$ cat config.mk
export PLATFORM = sky130hd
export DESIGN_NAME = pid_pwm_driver
export DESIGN_NICKNAME = d
export VERILOG_FILES = /design/src/rtl/pid_pwm_driver.sv
export SDC_FILE = /design/constraint.sdc
export NUM_CORES = 1
export LEC_CHECK = 0
export BUFFER_PORTS_ARGS = -buffer_cell sky130_fd_sc_hd__buf_2
export CAP_MARGIN = 20
export CORE_ASPECT_RATIO = 1.75
export CORE_MARGIN = 5
export CORE_UTILIZATION = 48
export CTS_CLUSTER_SIZE = 16
export DETAILED_ROUTE_END_ITERATION = 16
export MAX_ROUTING_LAYER = met4
export PLACE_DENSITY = 0.73
export SLEW_MARGIN = 25
export SYNTH_ARGS = -nofsm -noshare
export SYNTH_HDL_FRONTEND = slang
export SYNTH_SLANG_ARGS = --single-unit
$ cat constraint.sdc
create_clock -name clk -period 1.6 [get_ports clk]
set_input_delay 0.16 -clock clk [delete_from_list [all_inputs] [get_ports clk]]
set_output_delay 0.16 -clock clk [all_outputs]
set_load 0.05 [all_outputs]
$ cat src/rtl/pid_pwm_driver.sv
// Edge-aligned PWM driver fed by the 16-bit pid controller output.
// The duty command is clamped to PERIOD and double-buffered through a shadow register,
// so a new duty is applied only at a period boundary.
// Optional complementary drive with dead-time: define PWM_DEADTIME_EN.
module pid_pwm_driver #(
    parameter int unsigned DATA_W = 16,
    parameter int unsigned CNT_W  = 8,
    parameter int unsigned PERIOD = 200,
    parameter int unsigned DEAD   = 2
) (
    input  logic              clk,
    input  logic              reset,
    input  logic [DATA_W-1:0] duty_in,
    input  logic              duty_valid,
    output logic              pwm_out,
    output logic              pwm_n,
    output logic              period_start,
    output logic [CNT_W-1:0]  duty_active,
    output logic              sat
);

    localparam logic [CNT_W-1:0]  CntLast  = CNT_W'(PERIOD - 1);
    localparam logic [CNT_W-1:0]  CntPer   = CNT_W'(PERIOD);
    localparam logic [DATA_W-1:0] DataPer  = DATA_W'(PERIOD);

    // Reject illegal configurations at elaboration time.
    if (PERIOD < 2 || PERIOD > (2 ** CNT_W) - 1) begin : g_bad_period
        $error("pid_pwm_driver: PERIOD out of range");
    end
    if (DEAD < 1 || DEAD > PERIOD / 4) begin : g_bad_dead
        $error("pid_pwm_driver: DEAD out of range");
    end

    logic [CNT_W-1:0] cnt;
    logic [CNT_W-1:0] shadow;
    logic             sat_pend;
    logic [CNT_W-1:0] clamped;
    logic             clamp_sat;
    logic             raw_pwm;

    // Clamp the duty command to the period; any excess (incl. upper bits) flags saturation.
    always_comb begin
        clamped   = duty_in[CNT_W-1:0];
        clamp_sat = 1'b0;
        if (duty_in > DataPer) begin
            clamped   = CntPer;
            clamp_sat = 1'b1;
        end
    end

    assign raw_pwm = (cnt < duty_active);

    // Free-running period counter.
    always_ff @(posedge clk or posedge reset) begin
        if (reset) begin
            cnt <= '0;
        end else if (cnt == CntLast) begin
            cnt <= '0;
        end else begin
            cnt <= cnt + 1'b1;
        end
    end

    // Shadow register: last write in a period wins.
    always_ff @(posedge clk or posedge reset) begin
        if (reset) begin
            shadow   <= '0;
            sat_pend <= 1'b0;
        end else if (duty_valid) begin
            shadow   <= clamped;
            sat_pend <= clamp_sat;
        end
    end

    // Apply the buffered duty at the wrap; a write on that same edge goes straight through.
    always_ff @(posedge clk or posedge reset) begin
        if (reset) begin
            duty_active <= '0;
            sat         <= 1'b0;
        end else if (cnt == CntLast) begin
            duty_active <= duty_valid ? clamped : shadow;
            sat         <= duty_valid ? clamp_sat : sat_pend;
        end
    end

    // Period marker, aligned with the registered pwm output.
    always_ff @(posedge clk or posedge reset) begin
        if (reset) begin
            period_start <= 1'b0;
        end else begin
            period_start <= (cnt == '0);
        end
    end

`ifdef PWM_DEADTIME_EN
    logic             raw_q;
    logic [CNT_W-1:0] run_q;
    logic [CNT_W-1:0] run_d;

    // Length of the current raw run including this cycle, saturating at DEAD+1.
    always_comb begin
        run_d = CNT_W'(1);
        if (raw_pwm == raw_q) begin
            run_d = (run_q > CNT_W'(DEAD)) ? run_q : run_q + 1'b1;
        end
    end

    // Each side is enabled only once its raw level has persisted longer than DEAD cycles.
    always_ff @(posedge clk or posedge reset) begin
        if (reset) begin
            raw_q   <= 1'b0;
            run_q   <= '0;
            pwm_out <= 1'b0;
            pwm_n   <= 1'b0;
        end else begin
            raw_q   <= raw_pwm;
            run_q   <= run_d;
            pwm_out <= raw_pwm & (run_d > CNT_W'(DEAD));
            pwm_n   <= ~raw_pwm & (run_d > CNT_W'(DEAD));
        end
    end
`else
    // Plain registered compare output; low side unused.
    always_ff @(posedge clk or posedge reset) begin
        if (reset) begin
            pwm_out <= 1'b0;
        end else begin
            pwm_out <= raw_pwm;
        end
    end

    assign pwm_n = 1'b0;
`endif

endmodule

# ---- After elaboration in Yosys (flattened, before gate mapping)
# Cells that the tools add are included.
# W data, S select, Z words.
dict set report op_classes {
  n_lt_le_gt_ge 2
  n_reduce_logical 1
  n_mux 5
  eq_ne 1
  add_sub_neg 1
}
# cell n
set ops {}
lappend ops {{$mux W8} 3}
lappend ops {{$gt A16 B8 Y1 const B} 1}
lappend ops {{$add A8 B1 Y8 const B} 1}
lappend ops {{$eq A8 B8 Y1 const B} 1}
lappend ops {{$logic_not A8 Y1} 1}
lappend ops {{$lt A8 B8 Y1} 1}
lappend ops {{$mux W1} 2}
dict set report totals {
  regBits 28
  word_cells 17
}

# ---- Longest topological paths before layout
dict set report depth {
  word_depth 3
  mapped_depth 7
  mapped_depth_nobuf 6
}

# ---- Worst setup path before layout
# No wires, ideal clock.
dict set report synth_path {
  path_kind {reg2reg}
  start {register cnt[0]}
  end {register duty_active[0]}
  path_stages_with_launch 8
  slack_ns -0.112
  t_required_ns 1.474
  setup_time_ns 0.126
  synth_period_minus_slack_ns 1.712
  arrival_ns 1.586
  cell_sequence {dfrtp_1 ha_1 and3_1 and3_1 clkbuf_1 buf_2 mux2i_1 o21ai_1}
}
dict set report synth_between {
  elab_chain_len 1
}
# item line
set synth_lines {}
lappend synth_lines {{start: declaration} 34} ;# logic [CNT_W-1:0] cnt;
lappend synth_lines {{start signal: assignment} 60} ;# cnt <= cnt + 1'b1;
lappend synth_lines {{$eq A8 B8 Y1} 80} ;# end else if (cnt == CntLast) begin
lappend synth_lines {{end signal: assignment} 81} ;# duty_active <= duty_valid ? clamped : shadow;
lappend synth_lines {{end: declaration} 18} ;# output logic [CNT_W-1:0] duty_active,
# Every way passes these cells.
# A chain may end at the register's enable or synchronous reset.

# ---- Final worst setup path
dict set report layout_path {
  start {register cnt[1]}
  end {register pwm_out}
}
dict set report layout_between {
  elab_chain_len 1
}
# item line
set layout_lines {}
lappend layout_lines {{$lt A8 B8 Y1} 51} ;# assign raw_pwm = (cnt < duty_active);
lappend layout_lines {{via raw_pwm} 39} ;# logic raw_pwm;
lappend layout_lines {{end signal: assignment} 128} ;# pwm_out <= raw_pwm;
lappend layout_lines {{end: declaration} 15} ;# output logic pwm_out,
# The timed path passes the listed nets, and every way through them passes these cells.

==> impl_results.md <==
- Clock power frac: around a third
- Drt pass-1 iters: 4
- Fmax: 652 MHz
- Pwr Density: 661 nW/um2
- CP required: between 1.5 and 2 ns
- Min cycle time layout: about 1.5 ns
- Grt peak-use layer: met2
- Clock sinks: 28
- Vias/cell: 5.62
- Htree depth: 1
- Site row count: 26
- Vias: 1,213
- Mapped cell area: 1440 um2
- Lkg Pwr: 0.900 nW
- Area grow syn2layout: 26.5%
- Drt total wl: 3340 um
- Combinational Power Share: 8.8%
- Share of flip-flops with an asynchronous set or reset: 100%
- Final worst path period share: a little over nine tenths
- Worst Path Arrival: 1.70 ns
- Met1 GRT Util: 19.0%
- Yosys warns: 0
- Die Wd: 51.4 um
- # nets final: approximately 220
- Critical-path maximum fanout: 2
- Largest cells by area after synthesis: dfrtp_1 49%, ha_1 7.8%, a21o_1 3.6%
- Int Pwr: ~0.93 mW
- Final instance area: 1830 um2
- Antenna violations before repair: 0
- Placed cells: 209
- CP bufs+invs: 1
- ANT cells: 0
- M2 GR Usage: between 30% and 40%
- Sequential power share: 59.2%
- Largest stage delay on the critical path: 0.43 ns
- Vias in the first global route: 1,315
- Layout cells sized above 1: 30.9%
- Synth Flop Type: dfrtp_1
- Sw frac: 23.1%
- Die area: 4240 um2
- Kind of critical path: reg2reg
- Die Span Y: 82.5 um
- Synthesized flop and latch total: 28
- CP startpoint kind: flop
- Total grt overflow: 0
- Post-synth EDFFs: 0
- Clk root buf: clkbuf_8
- CP max-delay cell: dfrtp_1
- Final hold slack: 0.121 ns
- Number of routed nets with antenna violations: 0
- Gr usage total: 18.3%
- Fillcell total: 244
- Cell Area, Placed: 1710 um2
- DRC Markers: 0
- Starting Density: 49.8%
- Syn_nets: 173
- Synth unique cells: 35
- Min-Delay Path Class: in2reg
- Clock buffer depth: 2
- Post-synth top area cell: dfrtp_1
- Met3 usage: 2.51%
- Switching pwr: 0.279 mW
- Sequential area share after synthesis: 48.6%
- Setup ws final: 0.0670 ns
- Routability Congestion: ~0.93
- CP top delay family: compound AO/OA/AOI/OAI gates
- Synth top area share: between 40% and 50%
- Fin. Hold Viols: 0
- Mean post-synth cell area: 9.95 um2
- Worst slack at placement: -0.117 ns
- Critical Path, Cell by Cell: buf_4, ha_1, a21o_1, a31oi_2, o21ai_1, a221oi_1
- I/O pins: 31
- Worst skew pair latency: 0.27 ns
- Non-Filler Instances: 216
- Max_cap viols: 0
- First-pass GRT wire length: 5760 um
- Outcome: finished, final reports clean
- Gate Count Post-Synth: 145
- Clk pin slew, worst setup/hold paths: 0.09 ns
- CP endpoint kind: flop
- I/O Buffers: 29
- Slew Limit Fails: 0
- TritonCTS clock tree: built
- DR WL/cell: 15.5 um
- Post-DP HPWL: ~2600 um
- TritonCTS buffer count: 3
- Setup Skew: about 0.0022 ns
- Worst vdd ir: 522 uV
- Initial DRC Count: 54
- Final setup fails: 0
- Core Region: 2900 um2
- Largest net degree at the start of global routing: 29
synth_stat cells (2+ instances only):
| master | number |
|---|---|
| dfrtp_1 | 28 |
| nor2_1 | 13 |
| inv_1 | 11 |
| nand2_1 | 10 |
| ha_1 | 9 |
| a21o_1 | 7 |
| nor3_1 | 7 |
| nor2b_1 | 6 |
| mux2i_1 | 5 |
| nand3_1 | 5 |
| o21ai_1 | 5 |
| a221oi_1 | 4 |
| and3_1 | 3 |
| clkbuf_1 | 3 |
| o22a_1 | 3 |
| xor2_1 | 3 |
| a21oi_1 | 2 |
| buf_2 | 2 |
| nand2b_1 | 2 |
| o21ai_0 | 2 |
registers in the layout (all words and copies together) (netlist names):
| name | cells |
|---|---|
| sat | 1 |
| cnt | 8 |
| shadow | 8 |
| pwm_out | 1 |
| period_start | 1 |
| sat_pend | 1 |
| duty_active | 8 |
metal layers:
metal / part of all wire (%) / vias up
met5: 0 / -
li1: - / 586
met4: 2.3 / 0
met3: 3.7 / 9
met2: 57 / 33
met1: 37 / 585
placed cells by master, fill, tap and decap left out, types with 3 or more instances in the layout:
master / n
a21o_1: 7
nand2_1: 10
o21ai_1: 6
a221oi_1: 4
o22a_1: 3
clkbuf_8: 3
buf_2: 29
nor2b_1: 6
ha_1: 7
inv_1: 10
mux2i_1: 5
nor2_1: 13
xor2_1: 3
buf_4: 15
nand3_1: 5
dfrtp_1: 27
nor3_1: 6
through the flow:
| stage | TNS, ns | power (mW) | util, % |
|---|---|---|---|
| floorplan | 0 | 0.785 | - |
| global placement | -0.232 | 0.831 | 59.1 |
| detailed placement | -0.476 | 0.835 | 59.1 |
| CTS | 0 | 1.23 | 61.5 |
| global route | -0.0142 | 1.26 | 63.1 |
| finish | 0 | 1.21 | 63.1 |
power groups by stage:
stage	Sequential (mW)	Combinational [mW]	Clock [mW]
global route	0.716	0.118	0.427
detailed placement	0.729	0.106	0
CTS	0.715	0.108	0.403
global placement	0.729	0.102	0
finish	0.715	0.106	0.387
floorplan	0.748	0.0377	0
logic make-up after synthesis:
family,count (synthesis),synth area share (%)
compound gates,28,13.7
xor+xnor,4,2.43
fa+ha+maj,9,7.81
buf+inv,18,5.12
flops,28,48.6
mux,5,3.47
other cells,1,0.260
simple gates,52,18.6
cell type report:
cell class / count / area [um2] / share of cell area, %
clock buffers: 4 / 45.0 / 2.47
inverters: 11 / 41.3 / 2.26
multi-input cells: 99 / 714 / 39.1
flip-flops and latches: 28 / 702 / 38.5
well taps: 28 / 35.0 / 1.92
repair buffers: 46 / 288 / 15.8
worst paths after layout:
| kind | endpoint | slack [ns] | cells past startpoint | start |
|---|---|---|---|---|
| max | pwm_out | 0.07 | 6 | cnt[1] |
| min | shadow[4] | 0.12 | 2 | duty_in[4] |
| max reg2reg | pwm_out | 0.07 | 6 | cnt[1] |
| min reg2reg | sat_pend | 0.48 | 2 | sat_pend |
| max in group asynchronous | duty_active[2] | 0.84 | 4 | reset |
| min in group asynchronous | pwm_out | 0.48 | 4 | reset |
timing repair:
item                                    4_1_cts  5_1_grt
hold buffers                                  1        0
endpoints found under the hold margin        28        0
resized for setup                             1        7
pin swaps                                     0        0
buffers inserted                              2        0
endpoints found under the setup margin        7        6
cloned                                        0        0
No activity file was read; power rests on OpenSTA's default activity.
